`src/rtl/min_counter_bcd.sv`:
```
// Minutes stage of the irrigation timer: two-digit BCD minute count driven by the
// falling edge of the tens-of-seconds carry, plus an IDLE/RUN/DONE valve controller.
module min_counter_bcd #(
    parameter logic [7:0] DEFAULT_DUR = 8'h05,
    parameter int         MAX_TENS    = 5
) (
    input  logic       i_clk,
    input  logic       i_pulse,
    input  logic       i_sec_carry,
    input  logic       i_start,
    input  logic       i_stop,
    input  logic       i_load,
    input  logic [7:0] i_dur_bcd,
    output logic [3:0] o_min_units,
    output logic [3:0] o_min_tens,
    output logic       o_carry_out,
    output logic       o_valve_on,
    output logic       o_done,
    output logic       o_dur_err,
    output logic [1:0] o_state,
    output logic [7:0] o_dur_reg
);

    localparam logic [3:0] LP_MAX_TENS = 4'(MAX_TENS);

    typedef enum logic [1:0] {
        S_IDLE = 2'b00,
        S_RUN  = 2'b01,
        S_DONE = 2'b10
    } state_t;

    state_t     r_state;
    state_t     w_state_nxt;
    logic       r_carry_prev;
    logic [3:0] r_units;
    logic [3:0] r_tens;
    logic       r_carry_out;
    logic       r_valve_on;
    logic       r_done;
    logic       r_dur_err;
    logic [7:0] r_dur;

    logic       w_tick;
    logic       w_load_ok;
    logic [7:0] w_dur_eff;
    logic       w_wrap;
    logic [3:0] w_inc_units;
    logic [3:0] w_inc_tens;
    logic [3:0] w_units_nxt;
    logic [3:0] w_tens_nxt;
    logic       w_carry_nxt;

    // Falling edge of the upstream carry marks the seconds 59->00 boundary.
    assign w_tick    = r_carry_prev & ~i_sec_carry;
    assign w_load_ok = i_load && (i_dur_bcd[3:0] <= 4'd9) && (i_dur_bcd[7:4] <= LP_MAX_TENS);
    // A start in the same cycle as a valid load runs against the new duration.
    assign w_dur_eff = w_load_ok ? i_dur_bcd : r_dur;

    always_comb begin
        w_wrap      = (r_units >= 4'd9) && (r_tens >= LP_MAX_TENS);
        w_inc_units = r_units + 4'd1;
        w_inc_tens  = r_tens;
        if (w_wrap) begin
            w_inc_units = 4'd0;
            w_inc_tens  = 4'd0;
        end else if (r_units >= 4'd9) begin
            w_inc_units = 4'd0;
            w_inc_tens  = r_tens + 4'd1;
        end
    end

    always_comb begin
        w_state_nxt = r_state;
        w_units_nxt = r_units;
        w_tens_nxt  = r_tens;
        w_carry_nxt = 1'b0;
        case (r_state)
            S_IDLE, S_DONE: begin
                if (i_start) begin
                    w_units_nxt = 4'd0;
                    w_tens_nxt  = 4'd0;
                    w_state_nxt = (w_dur_eff == 8'h00) ? S_DONE : S_RUN;
                end else if (i_stop) begin
                    w_state_nxt = S_IDLE;
                end
            end
            S_RUN: begin
                if (i_stop) begin
                    w_state_nxt = S_IDLE;
                end else if (w_tick) begin
                    w_units_nxt = w_inc_units;
                    w_tens_nxt  = w_inc_tens;
                    w_carry_nxt = w_wrap;
                    if ({w_inc_tens, w_inc_units} == r_dur) begin
                        w_state_nxt = S_DONE;
                    end
                end
            end
            default: w_state_nxt = S_IDLE;
        endcase
    end

    always_ff @(posedge i_clk) begin
        if (i_pulse) begin
            r_state      <= S_IDLE;
            r_carry_prev <= 1'b0;
            r_units      <= 4'd0;
            r_tens       <= 4'd0;
            r_carry_out  <= 1'b0;
            r_valve_on   <= 1'b0;
            r_done       <= 1'b0;
            r_dur_err    <= 1'b0;
            r_dur        <= DEFAULT_DUR;
        end else begin
            r_state      <= w_state_nxt;
            r_carry_prev <= i_sec_carry;
            r_units      <= w_units_nxt;
            r_tens       <= w_tens_nxt;
            r_carry_out  <= w_carry_nxt;
            r_valve_on   <= (w_state_nxt == S_RUN);
            r_done       <= (w_state_nxt == S_DONE);
            r_dur_err    <= i_load && !w_load_ok;
            if (w_load_ok) begin
                r_dur <= i_dur_bcd;
            end
        end
    end

    assign o_min_units = r_units;
    assign o_min_tens  = r_tens;
    assign o_carry_out = r_carry_out;
    assign o_valve_on  = r_valve_on;
    assign o_done      = r_done;
    assign o_dur_err   = r_dur_err;
    assign o_state     = r_state;
    assign o_dur_reg   = r_dur;

endmodule

```
`config.mk`:
```
export PLATFORM = sky130hd
export DESIGN_NAME = min_counter_bcd
export DESIGN_NICKNAME = d
export VERILOG_FILES = /design/src/rtl/min_counter_bcd.sv
export SDC_FILE = /design/constraint.sdc
export NUM_CORES = 1
export LEC_CHECK = 0
export CAP_MARGIN = 20
export CORE_ASPECT_RATIO = 1.2
export CORE_MARGIN = 3
export CORE_UTILIZATION = 43
export DETAILED_ROUTE_END_ITERATION = 8
export GPL_TIMING_DRIVEN = 1
export PLACE_DENSITY = 0.75
export SETUP_SLACK_MARGIN = 0.1
export SYNTH_ARGS = -nofsm -noshare
export SYNTH_HDL_FRONTEND = slang
export SYNTH_SLANG_ARGS = --single-unit
```
`constraint.sdc`:
```
create_clock -name i_clk -period 2.3 [get_ports i_clk]
set_input_delay 0.23 -clock i_clk [delete_from_list [all_inputs] [get_ports i_clk]]
set_output_delay 0.23 -clock i_clk [all_outputs]
set_load 0.01 [all_outputs]
```
==> summary.md, run 1 <==
| Metric | Value |
|---|---|
| Register area share after synthesis | `0.339` |
| CP cell instances | `inv_4 > ha_4 > or3b_4 > and2_4 > a211o_1 > a221oi_2 > nand4_2 > a31o_1` |
| Unrepaired setup endpoints after global routing | `true` |
| CP delay by family, top | `simple AND/OR/NAND/NOR gates` |
| FFs w/ async S/R, synth | `0` |
| CP Launch Type | `flip-flop` |
| Min Hold Slack | `0.517 ns` |
| Post-Syn Area per Cell | `8.44 µm²` |
| Mapped Area | `1360 µm²` |
| Vias in the first global route | `1441` |
| Share of layout cells above drive strength 1 | `0.162` |
| Clock skew | `0.0109 ns` |
| Max reg flops | `8` |
| CP max stage cell | `dfxtp_4` |
| Worst setup EP type | `flip-flop` |
| DP Wirelength | `about 2800 µm` |
| Crit path required time | `~2.5 ns` |
| Post-Route WL | `3730 µm` |
| Fill count | `251` |
| All-layer global routing usage | `0.213` |
| EDFF count, synth | `0` |
| Synth cell types | `50` |
| Slowest cell delay on critical path | `0.40 ns` |
| N_diodes | `0` |
| P&R area growth vs syn | `40.4%` |
| Fmax | `449 MHz` |
| Initial antenna violation count | `0` |
| Power Dens Cells | `378 nW/µm²` |
| Core Box Area | `approximately 3000 µm²` |
| Hold Crit Class | `in2reg` |
| VDD IR max | `slightly above 300 µV` |
| CP arrival | `approximately 2.5 ns` |
| DIE HEIGHT | `67.6 µm` |
| CTS tree | `built` |
| Row cnt | `21` |
| Port-buffer cells | `35` |
| DR vias | `1423` |
| Routed WL per cell | `15.3 µm` |
| Relative slew slack | `0.611` |
| Leakage | `0.764 nW` |
| Fin. Hold Viols | `0` |
| Crit path kind | `reg2reg` |
| CP bufs+invs | `1` |
| Largest net degree at the start of global routing | `13` |
| Via density | `5.83` |
| Total CTS buffers | `3` |
| CTS sink cnt | `23` |
| Longest Clk Path Bufs | `2` |
| Syn_nets | `181` |
| Final Net Count | `231` |
| DR iter-0 viols | `29` |
| Max Slew Vio Count | `0` |
| H-tree depth | `1` |
| Max cap viols | `0` |
| Starting Density | `0.466` |
| Synthesis Warnings | `0` |
| Minimum clock period after layout | `2.23 ns` |
| Fin crit share | `0.969` |
| Slew @ Worst Pin | `0.568 ns` |
| Status | `complete, no violations` |
| Die width | `approximately 57 µm` |
| Final setup fails | `0` |
| Router iterations before antenna repair | `4` |
| Final core utilization | `0.654` |
| #FFs+latches synth | `23` |
| I/O Pins | `36` |
| Clock Pin Slew Worst Setup and Hold Paths | `about 0.13 ns` |
| Synth Flop Type | `dfxtp_1` |
| Global route total overflow | `0` |
| Hold-fix buffer count after cts | `0` |
| Placer Congestion | `just under 0.9` |
| First-pass GRT wire length | `approximately 6500 µm` |
| Post-synthesis cell count | `161` |
| Number of routed nets with antenna violations | `0` |
| Crit path max fanout | `6` |
| Worst skew pair latency | `0.32 ns` |
| DR DRC count | `0` |
| Die area | `about 3900 µm²` |
| Root buf cell | `clkbuf_4` |
cell type report:
| cell class | instances | area [µm²] | area share |
|---|---|---|---|
| well taps | 34 | 42.5 | 0.0223 |
| flip-flops and latches | 23 | 468 | 0.245 |
| inverters | 10 | 42.5 | 0.0223 |
| multi-input cells | 123 | 866 | 0.454 |
| clock buffers | 4 | 26.3 | 0.0138 |
| repair buffers | 50 | 463 | 0.243 |
through the flow:
stage | std cells | TNS [ns] | cell area [µm²] | setup slack (ns) | power [W]
3_5_place_dp | 233 | 0 | 1800 | 0.0351 | 0.000536
5_1_grt | 244 | -0.0736 | 1910 | -0.0368 | 0.000753
3_3_place_gp | 233 | 0 | 1800 | 0.101 | 0.000532
2_1_floorplan | 161 | 0 | 1390 | 0.0107 | 0.000473
4_1_cts | 242 | 0 | 1890 | 0.0666 | 0.000724
6_report | 244 | 0 | 1910 | 0.0714 | 0.000722
path summary, 6_finish.rpt:
| check | startpoint | to | slack [ns] | depth (start not counted) |
|---|---|---|---|---|
| max | o_min_units[0] | o_valve_on | 0.07 | 8 |
| min | i_sec_carry | r_carry_prev | 0.52 | 2 |
| max reg2reg | o_min_units[0] | o_valve_on | 0.07 | 8 |
| min reg2reg | o_state[0] | o_state[1] | 0.57 | 1 |
Yosys cell counts (all sizes together), types with 2 or more instances:
library cell	instances	area share
xnor2	2	0.013
ha	6	0.055
o21ai	3	0.011
nor2	22	0.061
and2	2	0.011
buf	2	0.012
mux2i	6	0.044
a21oi	8	0.029
o32ai	2	0.013
nand2b	4	0.018
inv	10	0.028
a21boi	3	0.017
nor3	3	0.011
a31oi	3	0.014
clkbuf	3	0.0083
nor3b	4	0.022
nand4	3	0.018
and3	2	0.010
nor4	3	0.014
nor2b	3	0.016
dfxtp	23	0.34
nand3	4	0.015
a32oi	2	0.013
a22oi	4	0.022
nand2	11	0.030
and3b	3	0.019
a31o	2	0.013
placed cells by master, fill, tap and decap left out, drive strengths merged, types with 3 or more instances in the layout:
cell type	count
clkdlybuf4s50	35
dfxtp	23
nor2	22
buf	15
nand2	11
inv	10
a21oi	8
mux2i	6
ha	6
nor3b	4
nand2b	4
nand3	4
a22oi	4
clkbuf	4
o21ai	3
and3b	3
a31oi	3
nor4	3
nor3	3
nand4	3
a21boi	3
nor2b	3
where the power goes:
part | switching (W) | internal (W) | leakage [nW]
Clock | 0.000123 | 0.0000679 | 0.0150
Combinational | 0.0000516 | 0.0000617 | 0.561
Sequential | 0.0000109 | 0.000406 | 0.189
Total | 0.000186 | 0.000536 | 0.764
metal layers:
metal	global-route usage	part of all wire	wire, µm	vias to the layer above
met5	0	0	0	-
li1	-	-	-	697
met1	0.251	0.43	1620	666
met3	0.0229	0.056	209	5
met2	0.384	0.49	1850	55
met4	0.101	0.016	61	0
timing repair:
item / in CTS / in global routing
gates resized for setup: 6 / 1
setup endpoints to repair: 4 / 4
pin swaps: 5 / 4
buffers inserted: 5 / 2
logic make-up (layout without fill, tap and decap cells):
| logic type | Yosys count | count (layout) | synth area share |
|---|---|---|---|
| simple gates | 71 | 71 | 0.294 |
| compound gates | 38 | 38 | 0.207 |
| flops | 23 | 23 | 0.339 |
| buf+inv | 15 | 64 | 0.0479 |
| fa+ha+maj | 6 | 6 | 0.0552 |
| mux | 6 | 6 | 0.0442 |
| xor+xnor | 2 | 2 | 0.0129 |
No activity file was read; power rests on OpenSTA's default activity.
==> inputs of run 2 (changes only) <==
CORE_MARGIN = default   (was 3)
==> run 2 against run 1 <==
Against the previous run:
- via count is 1.7% lower
- setup slack better by 0.065 ns
- sequential share of layout area shrank 0.91 points
- largest power group unchanged
- critical path depth unchanged
- highest routed layer unchanged
- register-to-register slack improved by 0.06 ns
==> summary.md, run 2 (synthesis gave the netlist of run 1 again) <==
| Metric | Value |
|---|---|
| DR iter-0 viols | `41 (+41%)` |
| Power Dens Cells | `362 nW/µm² (-4.2%)` |
| Global route total overflow | `0 (unchanged)` |
| Crit path kind | `reg2reg` |
| Unrepaired setup endpoints after global routing | `true` |
| Crit path max fanout | `5 (-1)` |
| Via density | `5.64 (-3.3%)` |
| Total CTS buffers | `3 (unchanged)` |
| Worst Hold Depth | `3 (+1)` |
| Max cap viols | `0 (unchanged)` |
| VDD IR max | `367 µV (+22%)` |
| Share of layout cells above drive strength 1 | `0.217 (+0.0551)` |
| Vias in the first global route | `1346 (-6.6%)` |
| Fmax | `462 MHz (+3.0%)` |
| First-pass GRT wire length | `6010 µm (-7.2%)` |
| N_diodes | `0 (unchanged)` |
| Reg2reg path depth | `8 (unchanged)` |
| Cell area after layout | `1990 µm² (+4.4%)` |
| Area of the multi-input gates | `925 µm² (+6.8%)` |
| Fill count | `262 (+4.4%)` |
| DP Wirelength | `2590 µm (-8.0%)` |
| Number of routed nets with antenna violations | `0 (unchanged)` |
| DIE HEIGHT | `63.6 µm (-5.9%)` |
| Clock Pin Slew Worst Setup and Hold Paths | `0.13 ns (about the same)` |
| Slew @ Worst Pin | `0.569 ns (+0.000652 ns)` |
| Storage cell area | `470 µm² (+0.53%)` |
| Placer Congestion | `0.960 (+8.3%)` |
| Final setup fails | `0 (unchanged)` |
| Largest net degree at the start of global routing | `16 (+3)` |
| P&R area growth vs syn | `46.6%` |
| I/O Pins | `36 (unchanged)` |
| Max reg flops | `8 (unchanged)` |
| Die area | `3390 µm² (-12%)` |
| All-layer global routing usage | `0.231 (+0.0179)` |
| Reg-to-reg slack, setup | `0.14 ns (+0.06 ns)` |
| Max Slew Vio Count | `0 (unchanged)` |
| Reg-to-reg startpoint | `o_min_units[1]` |
| Final Net Count | `233 (+0.87%)` |
| Fin crit share | `0.941 (-0.0282)` |
| Setup TNS Final | `0 ns (unchanged)` |
| Routed WL per cell | `14.9 µm (-2.9%)` |
| Status | `complete, no violations` |
| Reg2reg end | `o_valve_on` |
| Cell Area, Placed | `1790 µm² (-0.69%)` |
| Worst setup EP type | `flip-flop` |
| DR vias | `1399 (-1.7%)` |
| Hold Crit Class | `in2reg` |
| Relative slew slack | `0.620 (+0.00817)` |
| CP arrival | `2.39 ns (-0.07 ns)` |
| Fin. Hold Viols | `0 (unchanged)` |
| CTS tree | `built` |
| Minimum clock period after layout | `2.16 ns (-0.0649 ns)` |
| Longest Clk Path Bufs | `2 (unchanged)` |
| Worst hold start | `i_load` |
| Core Box Area | `3030 µm² (+3.8%)` |
| Port-buffer cells | `35 (unchanged)` |
| Root buf cell | `clkbuf_4` |
| Commonest non-fill, non-tap cells in the layout | `clkdlybuf4s50_1, nor2_1, dfxtp_1` |
| Router iterations before antenna repair | `4 (unchanged)` |
| Worst skew pair latency | `0.31 ns (about the same)` |
| DR DRC count | `0 (unchanged)` |
| Leakage | `0.797 nW (+4.4%)` |
| Hold Path End | `o_dur_err` |
| Clock skew | `0.00124 ns (-0.00969 ns)` |
| Die width | `53.3 µm (-7.0%)` |
| CTS sink cnt | `23 (unchanged)` |
| Commonest non-fill, non-tap cell in the layout | `clkdlybuf4s50_1` |
| Post-Route WL | `3690 µm (-1.3%)` |
| H-tree depth | `1 (unchanged)` |
| CP Launch Type | `flip-flop` |
| Crit path required time | `2.52 ns (about the same)` |
| Starting Density | `0.449 (-0.0171)` |
| Initial antenna violation count | `0 (unchanged)` |
| Row cnt | `22 (+4.8%)` |
run 2: metrics by stage:
| step | cells | total power (W) | utilization | hold WS (ns) | setup slack, ns |
|---|---|---|---|---|---|
| floorplan | 161 | 0.000473 | - | 0.354 | 0.0107 |
| global placement | 233 | 0.000532 | 0.592 | 0.525 | 0.0531 |
| detailed placement | 233 | 0.000534 | 0.592 | 0.532 | -0.0366 |
| CTS | 246 | 0.000723 | 0.630 | 0.514 | 0.0706 |
| global route | 248 | 0.000756 | 0.658 | 0.524 | 0.0768 |
| finish | 248 | 0.000722 | 0.658 | 0.519 | 0.136 |
run 2: what timing repair did:
action | 4_1_cts | 5_1_grt
hold endpoints to repair | 0 | 0
resized for setup | 6 | 15
buffers inserted | 9 | 2
endpoints found under the setup margin | 4 | 4
hold buffers | 0 | 0
pin swaps | 7 | 8
run 2: metal layers:
layer  global-route usage  wire length [µm]  up-vias
met1                0.302              1640      651
met3               0.0290               114        6
met4               0.0789                52        0
met5                    0                 0        -
li1                     -                 -      698
met2                0.378              1880       44
run 2: where the power goes:
part           switching [W]  total, W  internal [W]
Clock               0.000126  0.000191     0.0000650
Combinational      0.0000510  0.000114     0.0000631
Sequential         0.0000108  0.000417      0.000406
Total               0.000187  0.000722      0.000534
run 2: cell type report:
class / count / area share
clock buffer: 3 / 0.0113
sequential: 23 / 0.236
tap: 36 / 0.0226
multi-input combinational: 123 / 0.464
timing repair buffer: 52 / 0.242
inverter: 10 / 0.0214
clock inverter: 1 / 0.00251
run 2: worst max-delay path by stage:
stage / from / endpoint / slack, ns
2_1_floorplan: o_min_units[0] / o_state[0] / 0.01
3_3_place_gp: o_min_units[0] / o_valve_on / 0.05
3_5_place_dp: o_min_units[0] / o_valve_on / -0.04
4_1_cts: o_min_units[1] / o_valve_on / 0.07
5_1_grt: o_min_units[1] / o_valve_on / 0.08
6_report: o_min_units[1] / o_valve_on / 0.14
run 2: worst max-delay path, cell delays in order, from the launching register on:
cell and delay [ns]:
dfxtp_4 0.38, inv_4 0.07, ha_4 0.13, or3b_4 0.38
and2_4 0.19, a211o_1 0.27, a221oi_2 0.26, nand4_2 0.17
a31o_1 0.21
